--- src/rtl/fp_adder_pipe.sv ---
// fp_adder_pipe: 3-stage pipelined floating-point adder/subtractor with a
// valid/ready stream interface and a single global stall.
module fp_adder_pipe #(
  parameter int EXP_W = 8,
  parameter int MAN_W = 23
) (
  input  logic                   clk,
  input  logic                   rst,
  input  logic                   in_valid,
  output logic                   in_ready,
  input  logic [EXP_W+MAN_W:0]   A,
  input  logic [EXP_W+MAN_W:0]   B,
  input  logic                   Sub,
  input  logic                   Rm,
  output logic                   out_valid,
  input  logic                   out_ready,
  output logic [EXP_W+MAN_W:0]   Sum,
  output logic                   Cout,
  output logic                   Invalid
);

  localparam int W   = 1 + EXP_W + MAN_W;
  localparam int SW  = MAN_W + 4;          // hidden + fraction + guard/round/sticky
  localparam int LZW = $clog2(SW + 1);
  localparam int EW2 = EXP_W + 2;          // signed exponent with headroom
  localparam int RW  = MAN_W + 2;

  logic en;

  assign en       = ~out_valid | out_ready;
  assign in_ready = en;

  // ---------------- stage 1: unpack / swap / align ----------------
  logic               sa, sb;
  logic [EXP_W-1:0]   ea, eb;
  logic [MAN_W-1:0]   ma, mb;
  logic               a_nan, b_nan, a_inf, b_inf;
  logic               swap;
  logic               sx_c, sy_c;
  logic [EXP_W-1:0]   ex_c, ey_c, d_c;
  logic [MAN_W-1:0]   mx_c, my_c;
  logic [SW-1:0]      sigx_c, sigy_raw, sigy_c;
  logic               nan_c, inf_c, isign_c;

  // Unpack, flush denormals, order by magnitude and align the smaller operand.
  always_comb begin
    sa     = A[W-1];
    ea     = A[W-2:MAN_W];
    ma     = (ea == '0) ? '0 : A[MAN_W-1:0];
    sb     = B[W-1] ^ Sub;
    eb     = B[W-2:MAN_W];
    mb     = (eb == '0) ? '0 : B[MAN_W-1:0];

    a_nan  = (ea == '1) && (A[MAN_W-1:0] != '0);
    b_nan  = (eb == '1) && (B[MAN_W-1:0] != '0);
    a_inf  = (ea == '1) && (A[MAN_W-1:0] == '0);
    b_inf  = (eb == '1) && (B[MAN_W-1:0] == '0);
    nan_c  = a_nan | b_nan | (a_inf & b_inf & (sa ^ sb));
    inf_c  = (a_inf | b_inf) & ~nan_c;
    isign_c = a_inf ? sa : sb;

    swap   = {eb, mb} > {ea, ma};
    sx_c   = swap ? sb : sa;
    sy_c   = swap ? sa : sb;
    ex_c   = swap ? eb : ea;
    ey_c   = swap ? ea : eb;
    mx_c   = swap ? mb : ma;
    my_c   = swap ? ma : mb;

    sigx_c   = {(ex_c != '0), mx_c, 3'b000};
    sigy_raw = {(ey_c != '0), my_c, 3'b000};
    d_c      = ex_c - ey_c;

    // Past MAN_W+3 positions everything collapses into the sticky bit.
    if (32'(d_c) >= 32'(MAN_W + 3)) begin
      sigy_c = {{(SW-1){1'b0}}, |sigy_raw};
    end else begin
      sigy_c    = sigy_raw >> d_c;
      sigy_c[0] = sigy_c[0] | (|(sigy_raw & ~({SW{1'b1}} << d_c)));
    end
  end

  logic               s1_valid;
  logic               s1_sx, s1_sy, s1_rm;
  logic [EXP_W-1:0]   s1_ex;
  logic [SW-1:0]      s1_sigx, s1_sigy;
  logic               s1_nan, s1_inf, s1_isign;

  // Stage 1 register.
  always_ff @(posedge clk) begin
    if (rst) begin
      s1_valid <= 1'b0;
    end else if (en) begin
      s1_valid <= in_valid;
      s1_sx    <= sx_c;
      s1_sy    <= sy_c;
      s1_rm    <= Rm;
      s1_ex    <= ex_c;
      s1_sigx  <= sigx_c;
      s1_sigy  <= sigy_c;
      s1_nan   <= nan_c;
      s1_inf   <= inf_c;
      s1_isign <= isign_c;
    end
  end

  // ---------------- stage 2: significand add/subtract ----------------
  logic [SW:0] sum_c;

  // Magnitude ordering guarantees the subtraction never goes negative.
  always_comb begin
    if (s1_sx ^ s1_sy) begin
      sum_c = {1'b0, s1_sigx} - {1'b0, s1_sigy};
    end else begin
      sum_c = {1'b0, s1_sigx} + {1'b0, s1_sigy};
    end
  end

  logic               s2_valid;
  logic               s2_sign, s2_zsign, s2_rm;
  logic [EXP_W-1:0]   s2_exp;
  logic [SW:0]        s2_sum;
  logic               s2_nan, s2_inf, s2_isign;

  // Stage 2 register.
  always_ff @(posedge clk) begin
    if (rst) begin
      s2_valid <= 1'b0;
    end else if (en) begin
      s2_valid <= s1_valid;
      s2_sign  <= s1_sx;
      s2_zsign <= s1_sx & s1_sy;
      s2_rm    <= s1_rm;
      s2_exp   <= s1_ex;
      s2_sum   <= sum_c;
      s2_nan   <= s1_nan;
      s2_inf   <= s1_inf;
      s2_isign <= s1_isign;
    end
  end

  // ---------------- stage 3: normalise / round / pack ----------------
  logic [LZW-1:0]     lz;
  logic               found;
  logic [SW-1:0]      norm;
  logic [EW2-1:0]     e_n, e_f;
  logic               inc;
  logic [RW-1:0]      rnd;
  logic [MAN_W-1:0]   frac;
  logic [W-1:0]       res;
  logic               res_cout, res_inv;

  // Normalise, round and resolve zero/underflow/overflow/special results.
  always_comb begin
    lz    = '0;
    found = 1'b0;
    for (int unsigned i = 0; i < SW; i++) begin
      if (!found) begin
        if (s2_sum[SW-1-i]) found = 1'b1;
        else                lz    = lz + LZW'(1);
      end
    end

    if (s2_sum[SW]) begin
      norm = {s2_sum[SW:2], s2_sum[1] | s2_sum[0]};
      e_n  = EW2'(s2_exp) + EW2'(1);
    end else begin
      norm = s2_sum[SW-1:0] << lz;
      e_n  = EW2'(s2_exp) - EW2'(lz);
    end

    inc = ~s2_rm & norm[2] & (norm[1] | norm[0] | norm[3]);
    rnd = {1'b0, norm[SW-1:3]} + RW'(inc);
    if (rnd[MAN_W+1]) begin
      frac = rnd[MAN_W:1];
      e_f  = e_n + EW2'(1);
    end else begin
      frac = rnd[MAN_W-1:0];
      e_f  = e_n;
    end

    res      = '0;
    res_cout = 1'b0;
    res_inv  = 1'b0;
    if (s2_nan) begin
      res     = {1'b0, {EXP_W{1'b1}}, 1'b1, {(MAN_W-1){1'b0}}};
      res_inv = 1'b1;
    end else if (s2_inf) begin
      res = {s2_isign, {EXP_W{1'b1}}, {MAN_W{1'b0}}};
    end else if (s2_sum == '0) begin
      res = {s2_zsign, {(EXP_W+MAN_W){1'b0}}};
    end else if (e_f[EW2-1] || e_f == '0) begin
      res = {s2_sign, {(EXP_W+MAN_W){1'b0}}};
    end else if (e_f >= {2'b00, {EXP_W{1'b1}}}) begin
      res_cout = 1'b1;
      if (s2_rm) res = {s2_sign, {(EXP_W-1){1'b1}}, 1'b0, {MAN_W{1'b1}}};
      else       res = {s2_sign, {EXP_W{1'b1}}, {MAN_W{1'b0}}};
    end else begin
      res = {s2_sign, e_f[EXP_W-1:0], frac};
    end
  end

  // Output register; result fields only load alongside a valid result.
  always_ff @(posedge clk) begin
    if (rst) begin
      out_valid <= 1'b0;
      Sum       <= '0;
      Cout      <= 1'b0;
      Invalid   <= 1'b0;
    end else if (en) begin
      out_valid <= s2_valid;
      if (s2_valid) begin
        Sum     <= res;
        Cout    <= res_cout;
        Invalid <= res_inv;
      end
    end
  end

endmodule

--- config.mk ---
export PLATFORM = sky130hd
export DESIGN_NAME = fp_adder_pipe
export DESIGN_NICKNAME = d
export VERILOG_FILES = /design/src/rtl/fp_adder_pipe.sv
export SDC_FILE = /design/constraint.sdc
export NUM_CORES = 1
export LEC_CHECK = 0
export BUFFER_PORTS_ARGS = -buffer_cell sky130_fd_sc_hd__buf_4
export CAP_MARGIN = 20
export CORE_MARGIN = 2
export CORE_UTILIZATION = 40
export CTS_BUF_LIST = sky130_fd_sc_hd__clkbuf_4 sky130_fd_sc_hd__clkbuf_8
export DETAILED_ROUTE_END_ITERATION = 8
export MAX_ROUTING_LAYER = met4
export PLACE_DENSITY = 0.65
export SYNTH_ARGS = -nofsm -noshare
export SYNTH_HDL_FRONTEND = slang
export SYNTH_SLANG_ARGS = --single-unit
--- constraint.sdc ---
create_clock -name clk -period 15.13 [get_ports clk]
set_input_delay 0.7565 -clock clk [delete_from_list [all_inputs] [get_ports clk]]
set_output_delay 0.7565 -clock clk [all_outputs]
set_load 0.01 [all_outputs]
# Yosys cells after proc, flatten, opt, wreduce, memory -nomap -nowiden
# Index checks and enable logic that the tools add are counted.
# word_totals
reg_bits	144
out_inout_bits	36
word_cells	238
# op_classes
add_sub_neg	33
magnitude_cmp	3
n_eq_ne	2
shift	3
n_mux	131
bitwise	23
reduce_logical	19
# op_table
op	n
$mux 5	52
$add 5x1->5 const B	26
$mux 23	5
$mux 32	3
$mux 1	62
$mux 31	2
$logic_not 23->1	2
$reduce_bool 23->1	2
$gt 31x31->1	1
$add 27x27->28	1
$logic_not 28->1	1
$mux 28	1
$sub 27x27->28	1
$and 27x27->27	1
$mux 27	1
$not 27->27	1
$reduce_or 27->1	1
$shl 27x5->27	1
$shl 27x8->27 const A	1
$shr 27x8->27	1
$add 24x1->25	1
$mux 24	1
$reduce_or 24->1	1
$mux 10	2
18 further kinds	43

# Longest topological paths before layout
# Gate-level depths: netlist of run 1.
# depth
ltp_word	92
depth_mapped	89
depth_no_buf	85

# Least setup slack after synthesis of run 1
# Ideal clock, no wire load.
# synth_path
kind	register to register
from	register s2_sum[25]
to	register Sum[11]
setup_ns	0.069
arrival_time_ns	15.114
t_required_ns	15.061
setup_slack_ns	-0.053
path_stages_with_launch	89
path_buffers	4
synth_period_minus_slack_ns	15.183
cell_sequence	edfxtp_1 > or2_2 > buf_2 > clkinv_1 > ha_1 > or3_1 > and2_1 > ha_1 > nor2b_1 > o21a_1 > nand2_1 > nand2_1 > nand2_1 > ha_1 > nand2b_1 > nor4_1 > a31oi_1 > and3_1 > (+53 left out) > nor2b_1 > o21ai_0 > nand2b_1 > a21o_1 > a211o_1 > nand2b_1 > xor2_1 > nand2_1 > nor3_1 > nand2_1 > xnor2_1 > nor3_1 > mux2_2 > and3_1 > a2111oi_4 > nand3b_1 > buf_4 > o21ai_1
# synth_between
elab_chain_len	90
# synth_lines
item	line_no	text
from (decl)	122	logic [SW:0] s2_sum;
from (signal assigned)	135	s2_sum <= sum_c;
$mux 5	159	if (s2_sum[SW-1-i]) found = 1'b1;
$mux 5	158	if (!found) begin
$add 5x1->5	160	else lz = lz + LZW'(1);
$mux 5	159	
$mux 5	158	
$add 5x1->5	160	
$mux 5	159	
$mux 5	158	
(+74 left out)	n/a	
$add 24x1->25	173	rnd = {1'b0, norm[SW-1:3]} + RW'(inc);
$mux 10	174	if (rnd[MAN_W+1]) begin
$ge 10x8->1 / $logic_not 10->1 (equally long branches)	194, 192	
$mux 31 / $logic_or 1x1->1 (equally long branches)	194, 192	
$mux 31	192	end else if (e_f[EW2-1] || e_f == '0) begin
$mux 32 (*)	190	end else if (s2_sum == '0) begin
$mux 32 (*)	188	end else if (s2_inf) begin
$mux 32 (*)	185	if (s2_nan) begin
to (signal assigned)	213	Sum <= res;
to (decl)	17	output logic [EXP_W+MAN_W:0] Sum,
# Every way passes the cells marked *; elsewhere a longest branch is shown, timed or not.
# A chain may end at the register's enable or synchronous reset.

# Worst setup path in the final report of run 1
# layout_path
from	register s2_sum[25]
to	register Sum[6]
# The elaborated chain is that of the path after synthesis.

==> results of run 1 <==
[area by class of cell]
cell class | instances | area [um^2] | share of cell area [%]
clock buffer | 17 | 234 | 1.20
clock inverter | 15 | 123 | 0.628
inverter | 92 | 348 | 1.78
multi-input combinational | 1765 | 12400 | 63.3
sequential | 144 | 3950 | 20.2
tap | 532 | 666 | 3.41
timing repair buffer | 235 | 1850 | 9.45
[path summary, 6_finish.rpt]
check	start	end	cells past startpoint
setup / recovery	s2_sum[25]	Sum[6]	86
hold / removal	s1_ex[1]	s2_exp[1]	0
setup reg to reg	s2_sum[25]	Sum[6]	86
hold reg to reg	s1_ex[1]	s2_exp[1]	0
[cell families (layout without fill, tap and decap cells)]
kind of cell | count (synthesis) | in the layout | share of synthesized area [%]
AO/OA/AOI/OAI | 585 | 585 | 23.0
XOR/XNOR | 118 | 118 | 7.05
AND/OR/NAND/NOR | 811 | 811 | 23.4
buffers and inverters | 211 | 359 | 5.12
multiplexers | 131 | 131 | 8.45
flip-flops | 144 | 144 | 23.9
adder cells (fa/ha/maj) | 120 | 120 | 9.10
[metal layers]
metal / up-vias / share of wire [%] / track usage (%)
met5: - / 0 / -
met3: 133 / 5.2 / 2.06
li1: 7976 / - / -
met4: 0 / 3.8 / 9.21
met1: 7823 / 44 / 30.5
met2: 650 / 47 / 38.4
[report_power, final]
group	internal (mW)	total [mW]	switching, mW	leakage (nW)
Sequential	0.478	0.557	0.0789	1.36
Clock	0.119	0.288	0.169	0.186
Combinational	0.507	1.21	0.698	6.39
Total	1.10	2.05	0.946	7.94
[worst max-delay path, delay by kind of cell (launching register included)]
kind	cells	cell delay, ns
compound gates	24	4.12
mux	8	1.62
simple gates	32	3.88
flops	1	0.41
buf+inv	7	0.96
fa+ha+maj	15	3.94
[layout by cell type (no fill, tap or decap), types with 8 or more instances in the layout]
cell type and count:
a21oi_1 151, nor4_1 25, a21boi_0 12, nand4_1 21, a211oi_1 23, xnor2_1 67, mux2i_2 11, nand2_1 283
inv_1 86, o21ai_0 119, a211o_1 14, a31oi_1 21, mux2i_1 90, or3_1 13, o21bai_1 25, buf_4 225
o21ai_1 19, ha_1 104, o22ai_1 9, a21o_1 41, a22oi_1 12, nor2b_1 27, o211ai_1 15, o21ai_2 10
clkbuf_8 17, nor2_1 181, nand2b_1 22, dfxtp_1 37, o21a_1 25, ha_4 9, and3_1 16, nand2_2 10
and2_1 28, edfxtp_1 107, xor2_1 35, xnor2_2 8, nor3_1 51, mux2_2 20, nand3_1 59
[state kept, by name (all words and copies together) (netlist names), 8 cells and up]
register,flops
Sum,32
s1_sigy,27
s2_exp,8
s1_ex,8
s1_sigx,24
s2_sum,28
[repair_timing]
| action | 4_1_cts | 5_1_grt |
|---|---|---|
| endpoints found under the setup margin | 32 | 32 |
| gates resized for setup | 32 | 101 |
| buffers inserted | 25 | 34 |
| pin swaps | 23 | 82 |
| endpoints found under the hold margin | 0 | 0 |
| gates cloned | 2 | 3 |
[metrics by stage]
stage	setup WS [ns]	instances
final	0.157	2800
after global routing	-0.659	2800
after CTS	0.0113	2763
after detailed placement	-0.861	2704
after global placement	-0.108	2704
after floorplan	0.0289	2120
==> flow_summary.toml, run 1 <==
[worst_setup_path]
reg2reg_setup_slack_ns = 0.16
critical_path.slowest_cell = "a2111oi_4"
start_kind = "flop"
timing.setup.critical_path_class = "reg -> reg"
worst_setup_path_end_kind = "flop"
path_max_fanout = 5
critical-path-top-cell-by-count = "ha_1"
slowest_delay_ns = 0.42
worst_ep_required_time_ns = 15.53
timing.critical_path.arrival_ns = 15.38

[logic_synthesis]
synth-edff-count = 107
synth_top_flop_cell = "edfxtp_1"
post_synth_num_cell_types = 100
syn-mean-instance-area_um2 = 7.80
netlist.area_leader.share_pct = 19.4
async_flop_share_pct = 0
synthTopCellsByCount = "nand2_1 (294), nor2_1 (184), a21oi_1 (158)"
synth_seq_area_share_pct = 23.9
synth_area_leaders = "edfxtp_1 (19%), ha_1 (8.6%), nand2_1 (6.7%)"
synth_fp_nets = 2305
ys.warnings.count = 0
cells_after_synthesis = 2120
synthMostInstantiatedCell = "nand2_1"
synth_area_leader_cell = "edfxtp_1"
synth-seq-cells = 144
synthesis.area_mm2 = 0.0165

[sta]
fmax_mhz = 66.8
finalSetupViolations = 0
final-max-slew-violation-count = 0
fin_tns_setup_ns = 0
rsz0062_at_grt = "yes"
slew_headroom_pct = 35.1
skew_ns = 0.0359
layout_min_cycle_time_ns = 14.97
worst_slew_pin_slew_ns = 0.973
finalCritPeriodShare_pct = 99.0
hold_viol_final = 0
finalHoldWorstSlack_ns = 0.430

[die]
die_height_um = 207
dieArea_mm2 = 0.0430
initial_utilization_pct = 40.5
io_pins = 106
design.core.area_mm2 = 0.0408
fp-row-count = 74
die-width_um = 207

[clocking]
clkTransAtPathRegs_ns = 0.10
postCtsHoldBufs = 0
htreeDepth = 4
cts_tree = "built"
clock_insertion_delay_worst_skew_ns = 0.47
cts_buffers = 17
clockBufferDepth = 2
clock-sinks = 144
root_buffer = "clkbuf_8"

[placed_design]
placement.cell_area_mm2 = 0.0180
post-dp-hpwl_um = 38700
numPortBuffers = 105
gp_congestion = 0.995

[final_layout]
design_area_mm2 = 0.0195
post_route_cells_drive_above_1_share_pct = 19.0
utilization_pct = 47.8
fin_nets = 2440
area.growth.synth_to_final_pct = 18.2
nFillCells = 3942
insertedDiodeCount = 0

[grt]
grt_pass1_wl_um = 81600
grt_max_degree = 80
grt_overflow_total = 0
initial_antenna_violation_count = 0
vias_in_the_first_global_route = 15400
grt_use_total_pct = 23.6

[routing]
drtIter0Drc = 1603
route.vias.total = 16600
detail_route.vias_per_cell = 5.92
ant_nets = 0
drt-pass1-iter-count = 9
detail_route.wirelength_um = 51600
detail_route.drc_violations = 0
wl_per_cell_um = 18.4

[power]
irDropWorstVdd_mv = 0.0671
powerDensity_mw_per_mm2 = 105
totalPowerFinal_mw = 2.05
static-leakage-power_nw = 7.94

[min_path]
hold_path.class = "reg -> reg"

[outcome]
status = "complete, no violations"

[run]
max_cap_violations = 0
No activity file was read; power rests on OpenSTA's default activity.
==> run 2: changes to the inputs <==
--- a/config.mk
+++ b/config.mk
@@ -5,6 +5,7 @@
 export SDC_FILE = /design/constraint.sdc
 export NUM_CORES = 1
 export LEC_CHECK = 0
+export ABC_AREA = 1
 export BUFFER_PORTS_ARGS = -buffer_cell sky130_fd_sc_hd__buf_4
 export CAP_MARGIN = 20
 export CORE_MARGIN = 2
==> flow_summary.toml, run 2 <==
[outcome]
status = "complete, no violations"

[run]
max_cap_violations = 0

[clocking]
clkTransAtPathRegs_ns = 0.09
clock-sinks = 144
postCtsHoldBufs = 0
cts_tree = "built"
root_buffer = "clkbuf_8"
clock_insertion_delay_worst_skew_ns = 0.46
htreeDepth = 4
cts_buffers = 17
clockBufferDepth = 2

[grt]
grt_pass1_wl_um = 78600
grt_overflow_total = 0
grt_max_degree = 74
initial_antenna_violation_count = 0
grt_use_total_pct = 22.8
vias_in_the_first_global_route = 15900

[die]
die-width_um = 209
initial_utilization_pct = 40.3
design.core.area_mm2 = 0.0417
dieArea_mm2 = 0.0436
io_pins = 106
fp-row-count = 75
die_height_um = 209

[final_layout]
insertedDiodeCount = 0
layoutNonFillerInstCount = 3181
top_library_cells_by_usage_in_the_layout_fill_and_taps_aside = "nand2_1 (683), inv_1 (334), nand3_1 (254)"
utilization_pct = 43.6
post_route_cells_drive_above_1_share_pct = 10.4
largest-register = "Sum"
layout.cells.most_common = "nand2_1"
largest_reg_flops = 32
fin_nets = 2814
area.growth.synth_to_final_pct = 8.22
layout_top_registers = "Sum (32), s2_sum (28), s1_sigy (27)"

[logic_synthesis]
synth_seq_area_share_pct = 23.6
synthMostInstantiatedCell = "nand2_1"
synth-seq-cells = 144
synth_area_leader_cell = "edfxtp_1"
synthesis.area_mm2 = 0.0168
synth_top_flop_cell = "edfxtp_1"
synthTopCellsByCount = "nand2_1 (684), inv_1 (334), nand3_1 (254)"
post_synth_num_cell_types = 74
cells_after_synthesis = 2585
syn-mean-instance-area_um2 = 6.49
netlist.area_leader.share_pct = 19.1
synth-edff-count = 107
async_flop_share_pct = 0
synth_fp_nets = 2770
ys.warnings.count = 0
synth_area_leaders = "edfxtp_1 (19%), nand2_1 (15%), ha_1 (8.4%)"

[worst_setup_path]
worst_ep_required_time_ns = 15.47
worst_setup_path_end_kind = "flop"
path_buf_inv = 9
path_max_fanout = 31
reg2reg_setup_slack_ns = 1.19
slowest_delay_ns = 0.50
worst_path_dominant_cell_family = "simple AND/OR/NAND/NOR gates"
start_kind = "flop"
timing.setup.critical_path_class = "reg -> reg"
critical-path-top-cell-by-count = "nand2_1"
timing.critical_path.arrival_ns = 14.28
critical_path.slowest_cell = "edfxtp_1"

[sta]
hold_viol_final = 0
final-max-slew-violation-count = 0
slew_headroom_pct = 38.5
fin_tns_setup_ns = 0
fin_ws_ns = 1.19
fmax_mhz = 71.8
finalCritPeriodShare_pct = 92.1
finalSetupViolations = 0
worst_slew_pin_slew_ns = 0.921
skew_ns = 0.0188
rsz0062_at_grt = "no"
layout_min_cycle_time_ns = 13.94

[routing]
detail_route.wirelength_um = 49500
wl_per_cell_um = 15.6
route.vias.total = 17100
detail_route.drc_violations = 0
drt-pass1-iter-count = 6
detail_route.vias_per_cell = 5.37
ant_nets = 0
drtIter0Drc = 1432

[placed_design]
gp_congestion = 0.959
pre_cts_slack_ns = 0.967
post-dp-hpwl_um = 39800
placed_cells_incl_taps = 3146
numPortBuffers = 105

[power]
irDropWorstVdd_mv = 0.0624
powerDensity_mw_per_mm2 = 108
static-leakage-power_nw = 8.87

[min_path]
hold_path.class = "reg -> reg"
-- run 2: cell types whose count changed after synthesis, moves of 24 or more --
| cell | change |
|---|---|
| nand3_1 | +193 |
| o21ai_0 | +107 |
| nand2_1 | +390 |
| and2_1 | -30 |
| xnor2_1 | -53 |
| nor2b_1 | -28 |
| a21oi_1 | -26 |
| nor3_1 | -30 |
| a21o_1 | -39 |
| clkbuf_1 | -46 |
| inv_1 | +246 |
| o21a_1 | -24 |
| mux2i_1 | -95 |
-- run 2: worst reg2reg max path, delay by kind of cell (launching register included) --
family | cells | cell delay, ns
AOI/OAI and AO/OA | 15 | 2.26
and+or+nand+nor | 49 | 5.67
DFF | 1 | 0.50
xor gates and xnor gates | 2 | 0.38
adders and majority gates | 15 | 4.44
buffers and inverters | 9 | 0.57
-- run 2: power by group --
part,switching (mW),internal [mW]
registers,0.0686,0.485
clock network,0.158,0.140
logic,0.745,0.356
total,0.972,0.981
-- run 2: cells by family (layout without fill, tap and decap cells) --
family	Yosys count	after routing	share of synthesized area [%]
multiplexers	7	7	0.418
AND/OR/NAND/NOR	1311	1313	35.9
flip-flops	144	144	23.6
AO/OA/AOI/OAI	487	487	16.1
buffers and inverters	455	510	11.8
XOR/XNOR	66	66	3.44
adder cells (fa/ha/maj)	115	115	8.66
-- run 2: layout make-up --
cell class	instances	area, um^2
Tap cell	539	674
Sequential cell	144	3950
Multi-Input combinational cell	1988	10900
Timing Repair Buffer	114	876
Fill cell	4378	23500
Clock buffer	20	256
Clock inverter	12	125
Inverter	364	1380
-- run 2: per-stage QoR --
step | cell area (um^2) | hold WS [ns] | power, mW
after floorplan | 16800 | 0.400 | 1.36
after global placement | 17700 | 0.406 | 1.63
after detailed placement | 17700 | 0.405 | 1.64
after CTS | 18100 | 0.425 | 1.94
after global routing | 18200 | 0.432 | 2.12
final | 18200 | 0.425 | 1.95
-- run 2: path summary, 6_finish.rpt --
path | start | end | cells after the start
worst max-delay path | s2_sum[25] | Sum[7] | 90
worst min register to register | s1_ex[1] | s2_exp[1] | 0
worst max register to register | s2_sum[25] | Sum[7] | 90
worst min-delay path | s1_ex[1] | s2_exp[1] | 0
-- run 2: per-layer routing --
metal  track usage, %  vias to the layer above  routed length, um
met5                -                        -                  0
met4             9.95                        0               2040
met3             2.03                      108               1860
met2             38.9                      477              23800
met1             27.4                     7824              21800
li1                 -                     8683                  -
-- run 2: what timing repair did --
action	CTS	global route
setup endpoints to repair	0	32
setup buffers	0	0
gates resized for setup	0	5
